<file path="src/rtl/imm_rot_encoder.sv">
// Purpose : finds imm8/rot such that value == ROR(imm8, 2*rot) for the ARM
//           rotated-immediate operand format, or flags value as not encodable.
// Latency : first match at rotation r -> done r+2 cycles after start; no match -> 17 cycles.
// Backpr. : none; start is only accepted in IDLE and ignored while busy.
// Ports   : clk, reset (async active-low), start/value request in;
//           busy, done pulse, valid, imm8, rot, Src2 = {rot, imm8} out.
module imm_rot_encoder #(
  parameter int DATA_W = 32,
  parameter int IMM_W  = 8,
  parameter int ROT_W  = 4
) (
  input  logic                     clk,
  input  logic                     reset,
  input  logic                     start,
  input  logic [DATA_W-1:0]        value,
  output logic                     busy,
  output logic                     done,
  output logic                     valid,
  output logic [IMM_W-1:0]         imm8,
  output logic [ROT_W-1:0]         rot,
  output logic [IMM_W+ROT_W-1:0]   Src2
);

  typedef enum logic [1:0] {
    S_IDLE   = 2'd0,
    S_SEARCH = 2'd1,
    S_DONE   = 2'd2
  } state_e;

  localparam logic [ROT_W-1:0] R_LAST = '1;

  state_e              state_q, state_d;
  logic [DATA_W-1:0]   work_q,  work_d;
  logic [ROT_W-1:0]    r_q,     r_d;
  logic                valid_q, valid_d;
  logic [IMM_W-1:0]    imm8_q,  imm8_d;
  logic [ROT_W-1:0]    rot_q,   rot_d;
  logic                fits;

  // work_q holds value rotated left by 2*r_q; a match means the rotated
  // word fits entirely in the immediate field.
  assign fits = (work_q[DATA_W-1:IMM_W] == '0);

  // State and datapath registers
  always_ff @(posedge clk or negedge reset) begin
    if (!reset) begin
      state_q <= S_IDLE;
      work_q  <= '0;
      r_q     <= '0;
      valid_q <= 1'b0;
      imm8_q  <= '0;
      rot_q   <= '0;
    end else begin
      state_q <= state_d;
      work_q  <= work_d;
      r_q     <= r_d;
      valid_q <= valid_d;
      imm8_q  <= imm8_d;
      rot_q   <= rot_d;
    end
  end

  // Next-state and datapath update
  always_comb begin
    state_d = state_q;
    work_d  = work_q;
    r_d     = r_q;
    valid_d = valid_q;
    imm8_d  = imm8_q;
    rot_d   = rot_q;
    case (state_q)
      S_IDLE: begin
        if (start) begin
          work_d  = value;
          r_d     = '0;
          state_d = S_SEARCH;
        end
      end
      S_SEARCH: begin
        // Ascending search, so the smallest matching rotation wins.
        if (fits) begin
          imm8_d  = work_q[IMM_W-1:0];
          rot_d   = r_q;
          valid_d = 1'b1;
          state_d = S_DONE;
        end else if (r_q == R_LAST) begin
          imm8_d  = '0;
          rot_d   = '0;
          valid_d = 1'b0;
          state_d = S_DONE;
        end else begin
          work_d  = {work_q[DATA_W-3:0], work_q[DATA_W-1:DATA_W-2]};
          r_d     = r_q + 1'b1;
        end
      end
      S_DONE: begin
        state_d = S_IDLE;
      end
      default: begin
        state_d = S_IDLE;
      end
    endcase
  end

  // Outputs
  always_comb begin
    busy = (state_q != S_IDLE);
    done = (state_q == S_DONE);
  end

  assign valid = valid_q;
  assign imm8  = imm8_q;
  assign rot   = rot_q;
  assign Src2  = {rot_q, imm8_q};

endmodule
</file>
<file path="config.mk">
export PLATFORM = sky130hd
export DESIGN_NAME = imm_rot_encoder
export DESIGN_NICKNAME = d
export VERILOG_FILES = /design/src/rtl/imm_rot_encoder.sv
export SDC_FILE = /design/constraint.sdc
export NUM_CORES = 1
export LEC_CHECK = 0
export ABC_AREA = 1
export ABC_CLOCK_PERIOD_IN_PS = 2300
export BUFFER_PORTS_ARGS = -buffer_cell sky130_fd_sc_hd__buf_2
export CORE_MARGIN = 2
export CORE_UTILIZATION = 58
export CTS_CLUSTER_DIAMETER = 60
export DETAILED_ROUTE_END_ITERATION = 10
export PLACE_DENSITY = 0.85
export SLEW_MARGIN = 15
export SYNTH_ARGS = -nofsm -noshare
export SYNTH_HDL_FRONTEND = slang
export SYNTH_SLANG_ARGS = --single-unit
</file>
<file path="constraint.sdc">
create_clock -name clk -period 2.3 [get_ports clk]
set_input_delay 0.115 -clock clk [delete_from_list [all_inputs] [get_ports clk]]
set_output_delay 0.115 -clock clk [all_outputs]
set_load 0.1 [all_outputs]
</file>
==> results of run 1 <==
-- path summary, 6_finish.rpt --
kind                                 start  cells past startpoint  slack [ns]         end
worst max-delay path            state_q[0]                      7        0.44      rot[2]
worst min-delay path             value[21]                      5        0.13  work_q[21]
worst max register to register  state_q[0]                      7        0.44      rot[2]
worst min register to register  work_q[17]                      2        0.48  work_q[17]
max in group asynchronous            reset                      3        1.44     imm8[7]
min in group asynchronous            reset                      3        0.43      rot[1]
-- state kept, by name, summed over array words and instances, names as in the netlist --
signal   flops
valid        1
imm8         8
rot          4
work_q      32
r_q          4
state_q      2
-- final cells by class --
cell class,count,share of cell area [%]
sequential,51,41.73
multi-input combinational,280,38.30
timing repair buffer,70,12.27
clock buffer,5,2.250
clock inverter,3,2.209
tap,52,2.128
inverter,9,1.105
-- critical path, cell delays in order, from the launching register on --
cell and delay [ns]:
dfrtp_1 0.40, nand2_1 0.35, clkinv_1 0.24, nand4_2 0.19
buf_4 0.33, inv_2 0.09, nand2_1 0.08, nand2_1 0.06
-- layout by cell type, fill, tap and decap left out, drive strengths merged --
cell           n
buf           69
bufinv         2
clkbuf         5
clkinv         1
clkinvlp       1
dfrtp         51
dlygate4sd3    1
ha             1
inv            8
nand2        194
nand3         58
nand4          2
nor2          21
o21ai          3
xor2           1
-- report_power, final --
group	switching, mW	internal, mW	leakage, nW
Clock	0.310	0.434	0.0644
Combinational	0.991	0.530	1.11
Sequential	0.247	1.20	0.661
Total	1.55	2.17	1.84
-- cell families (layout without fill, tap and decap cells) --
| family | count (synthesis) | count (layout) | share of synthesized area (%) |
|---|---|---|---|
| compound gates | 3 | 3 | 0.9806 |
| xor+xnor | 1 | 1 | 0.3269 |
| fa+ha+maj | 1 | 1 | 0.4668 |
| buf+inv | 41 | 87 | 8.683 |
| flops | 51 | 51 | 47.62 |
| simple gates | 275 | 275 | 41.92 |
-- routing by layer --
metal  global-route usage (%)  wire length (um)
met5                        0                 0
met4                    9.853               131
met3                    4.306               286
met2                    40.23              2743
met1                    30.45              2516
-- timing repair --
item	in CTS	in global routing
gates resized for setup	0	0
hold endpoints to repair	51	0
hold buffers	1	0
-- through the flow --
stage	total power, mW	setup slack (ns)
6_report	3.713	0.4418
3_3_place_gp	2.930	0.5012
3_5_place_dp	2.977	0.4595
4_1_cts	3.731	0.4405
2_1_floorplan	2.674	0.5438
5_1_grt	4.042	0.2820
==> metrics.cfg, run 1 <==
[detailed_routing]
dr.pass1.iters = 4
post_drt_wl_per_cell_um = 12.08
drt_iter0_drc = 154
ant_nets = 0
vias_per_cell = 5.134
drc = 0
vias = 2413
drt-total-wl_um = 5677

[sta]
hold_violations = 0
setup_viol = 0
period_needed_ns = 1.858
max_freq_mhz = 538.2
fin_crit_sh_pct = 80.79
rsz0062_at_grt = no
finalClockSkew_ns = 0.007658
fin_tns_setup_ns = 0
slew_violations = 0
holdWs_ns = 0.1303
slew_headroom_pct = 57.96
tightest_slew_ns = 0.6307

[finish]
drive_above_1_share_pct = 19.38
multiInputGateArea_mm2 = 0.001171
area_growth_syn_to_layout_pct = 14.10
final_cell_count_no_fill = 470
final_area_mm2 = 0.003058
layout.nets = 453
seq_area_mm2 = 0.001276
post-route-util_pct = 69.27
antenna-diode-count = 0
nFillCells = 393

[clock_network]
worstSkewPairLatency_ns = 0.31
path_clk_slew_ns = 0.09
tritoncts = built
clock_path_buffers = 2
cts_max_level = 2
cts.sinks = 51
cts_root_buf = clkbuf_8
post-cts-setup-buffers = 0
cts_buffers = 5

[placed_design]
hpwl_um = 3782
dp_cells = 461
placed_cell_area_mm2 = 0.002912
gp_congestion = 0.8240
port-buffer-count = 61

[synth]
syn_nets = 408
syn_inst = 372
synth_commonest_cells = nand2_1, nand3_1, dfrtp_1, nor2_1, buf_4
synthArstFlopShare_pct = 100.0
synth.most_common_cell = nand2_1
ys_seq_area_share_pct = 47.62
avgSynthCellArea_um2 = 7.204
synth_area_mm2 = 0.002680
synth_edf_count = 0
synth_top_cell_area_share_pct = 47.62
synth_area_leaders = dfrtp_1, nand2_1, nand3_1, buf_4, nor2_1
synth-warning-count = 0
ys_types = 18
ys_ff_latch = 51
ys.flop_type = dfrtp_1
yosysTopAreaCell = dfrtp_1

[global_routing]
grt_use_total_pct = 23.83
grt_max_degree = 52
grt_overflow = 0
grt_pass1_vias = 2253
antenna_found_initial = 0
grt_pass1_wl_um = 9680

[floorplan]
die_w_um = 71.98
dieArea_mm2 = 0.005180
ios = 62
core_area_mm2 = 0.004414
initial_core_util_pct = 60.71
num_rows = 24
die_y_um = 71.98

[power_and_ir_drop]
powerDensity_mw_per_mm2 = 1214
ir_worst_vdd_mv = 0.5952
p_leak_nw = 1.840

[setup_path]
cp_data_required_time_ns = 2.50
cp_max_fo = 33
end_kind = register
cp.arrival_ns = 2.06
startpoint_type = register
critical_path_class = register to register

[run]
maxCapViolCount = 0

[run_status]
status = complete, no violations

[worst_hold_path]
min_path_type = primary input to register

(Power assumes the default switching activity.)
==> run 2: changes to the inputs <==
Settings changed: ABC_AREA 1 to 0, ABC_CLOCK_PERIOD_IN_PS 2300 to 1500, CORE_UTILIZATION 58 to 48, PLACE_DENSITY 0.85 to 0.75.
Clock period 2.3 ns to 1.5 ns, I/O delays scaled along.
==> run 2 against run 1 <==
Net effect:
- largest power group unchanged
- the run now ends with setup timing left
- cell count down 2.6%
- die area up 19%
- combinational power rose to 3.9 times the previous value
- global-route usage down 0.20 points
- critical endpoint is now work_q[10]
- critical path type unchanged
- worst setup slack worse by 0.74 ns
==> metrics.cfg, run 2 <==
[clock_network]
path_clk_slew_ns = 0.10
cts_buffers = 5
cts_root_buf = clkbuf_8
tritoncts = built
cts_max_level = 2
cts.sinks = 51
clock_path_buffers = 2
worstSkewPairLatency_ns = 0.31

[sta]
tightest_slew_ns = 0.5839
slew_violations = 0
max_freq_mhz = 556.0
fin_crit_sh_pct = 119.9
rsz0062_at_grt = yes
finalClockSkew_ns = 0.01311
period_needed_ns = 1.799
setup_slack_ns = -0.2986
slew_headroom_pct = 61.07
setup_viol = 49
hold_violations = 0

[placed_design]
gp_congestion = 0.8502
dp_cells = 445
port-buffer-count = 61
hpwl_um = 4865

[synth]
synth_top_cell_area_share_pct = 47.73
yosysTopAreaCell = dfrtp_1
ys_types = 35
synth_area_leaders = dfrtp_1, nand2_1, a21o_1, o211ai_1, a21oi_1
ys.flop_type = dfrtp_1
synth-warning-count = 0
synth_commonest_cells = nand2_1, dfrtp_1, a21oi_1, a21o_1, nand3_1
ys_seq_area_share_pct = 47.73
ys_ff_latch = 51
synth_area_mm2 = 0.002674
synthArstFlopShare_pct = 100.0
avgSynthCellArea_um2 = 9.220
synth.most_common_cell = nand2_1
syn_nets = 326
synth_edf_count = 0
syn_inst = 290

[global_routing]
grt_use_total_pct = 23.63
grt_max_degree = 30
grt_pass1_vias = 2419
antenna_found_initial = 0
grt_overflow = 0
grt_pass1_wl_um = 11520

[worst_hold_path]
min_path_type = primary input to register
worst_hold_path.endpoint = work_q[3]
worstHoldStart = value[3]
hold_depth = 3

[setup_path]
rr_endpoint = work_q[10]
slowest_delay_ns = 0.58
cp.arrival_ns = 2.06
cp_max_fo = 11
cp_data_required_time_ns = 1.76
end_kind = register
startpoint_type = register
slowest_stage = or4_4
rr_startpoint = work_q[21]
critical_path_class = register to register
reg2reg_depth = 5
cp_cell_sequence = or4_4, nor3_4, a21o_4, clkbuf_16, a21o_1
r2r_slack_ns = -0.30

[detailed_routing]
met3_length_um = 396
drt_iter0_drc = 176
highest_layer = met4
vias = 2509
drc = 0
ant_nets = 0
drt-total-wl_um = 6895
wl_met1_um = 2937
dr.pass1.iters = 4
post_drt_wl_per_cell_um = 15.05
vias_per_cell = 5.478
met2_length_um = 3496

[finish]
antenna-diode-count = 0
regMostFlops = work_q
area_growth_syn_to_layout_pct = 33.88
layout_commonest_cell = nand2_1
nFillCells = 411
drive_above_1_share_pct = 39.90
final_cell_count_no_fill = 458
largest_reg_flops = 32
final_cell_mix = nand2_1, buf_2, buf_4
layout.nets = 421

[floorplan]
die_y_um = 78.64
initial_core_util_pct = 49.16
core_area_mm2 = 0.005439
num_rows = 27
dieArea_mm2 = 0.006183
ios = 62
die_w_um = 78.64

[power_and_ir_drop]
ir_worst_vdd_mv = 1.750
finalPower_mw = 9.311
powerDensity_mw_per_mm2 = 2601
p_leak_nw = 1.825

[run]
maxCapViolCount = 0

[run_status]
status = finished with violations
violations = setup timing

[run 2: layer usage]
| metal | up-vias | track usage [%] |
|---|---|---|
| met5 | - | 0 |
| met4 | 0 | 6.491 |
| met3 | 8 | 4.598 |
| met2 | 84 | 40.09 |
| met1 | 1208 | 30.83 |
| li1 | 1209 | - |
[run 2: per-stage QoR]
stage	TNS [ns]	setup WS, ns	util, %	hold WS [ns]	instance area [um^2]
finish	-12.52	-0.2986	65.82	0.01647	3580
detailed placement	-10.87	-0.2601	61.33	0.1118	3336
floorplan	-7.783	-0.2181	-	-0.2206	2698
global placement	-9.787	-0.2221	61.33	0.1079	3336
CTS	-11.43	-0.2773	64.04	0.009658	3483
global route	-15.08	-0.3444	65.82	0.02540	3580
[run 2: layout make-up]
type | count | area (um^2) | area share, %
Timing Repair Buffer | 121 | 820.8 | 22.93
Inverter | 4 | 17.52 | 0.4893
Clock inverter | 3 | 43.79 | 1.223
Tap cell | 72 | 90.09 | 2.517
Clock buffer | 5 | 68.82 | 1.922
Multi-Input combinational cell | 202 | 1262 | 35.27
Sequential cell | 51 | 1276 | 35.65
[run 2: worst max-delay path, delay by kind of cell (launching register included)]
kind,cells,cell delay [ns]
simple gates,2,0.83
flops,1,0.39
buf+inv,1,0.18
compound gates,2,0.35
[run 2: kinds of logic (layout without fill, tap and decap cells)]
family	after synthesis	count (layout)	share of synthesized area, %
multiplexers	4	4	1.497
buffers and inverters	37	133	7.955
flip-flops	51	51	47.73
AND/OR/NAND/NOR	119	119	21.01
AO/OA/AOI/OAI	78	78	21.34
adder cells (fa/ha/maj)	1	1	0.4679
[run 2: how the worst max path moves through the flow]
stage                           from    endpoint  cells past startpoint
after floorplan           work_q[21]   work_q[2]                      5
after global placement    work_q[21]  work_q[23]                      5
after detailed placement      r_q[1]   work_q[4]                      6
after CTS                 work_q[16]  work_q[16]                      5
after global routing      work_q[21]     imm8[7]                      5
final                     work_q[21]  work_q[10]                      5
[run 2: power by group]
part	switching (mW)	leakage, nW	internal [mW]	total, mW
registers	0.463	0.614	1.98	2.44
clock network	0.477	0.0581	0.497	0.974
logic	3.80	1.15	2.09	5.89
total	4.74	1.83	4.57	9.31
[run 2: repair_timing]
| action | in CTS | in global routing |
|---|---|---|
| endpoints found under the hold margin | 24 | 0 |
| hold buffers | 1 | 0 |
| setup endpoints to repair | 52 | 52 |
| pin swaps | 2 | 4 |
| cloned | 0 | 1 |
| resized for setup | 7 | 12 |
| setup buffers | 0 | 3 |
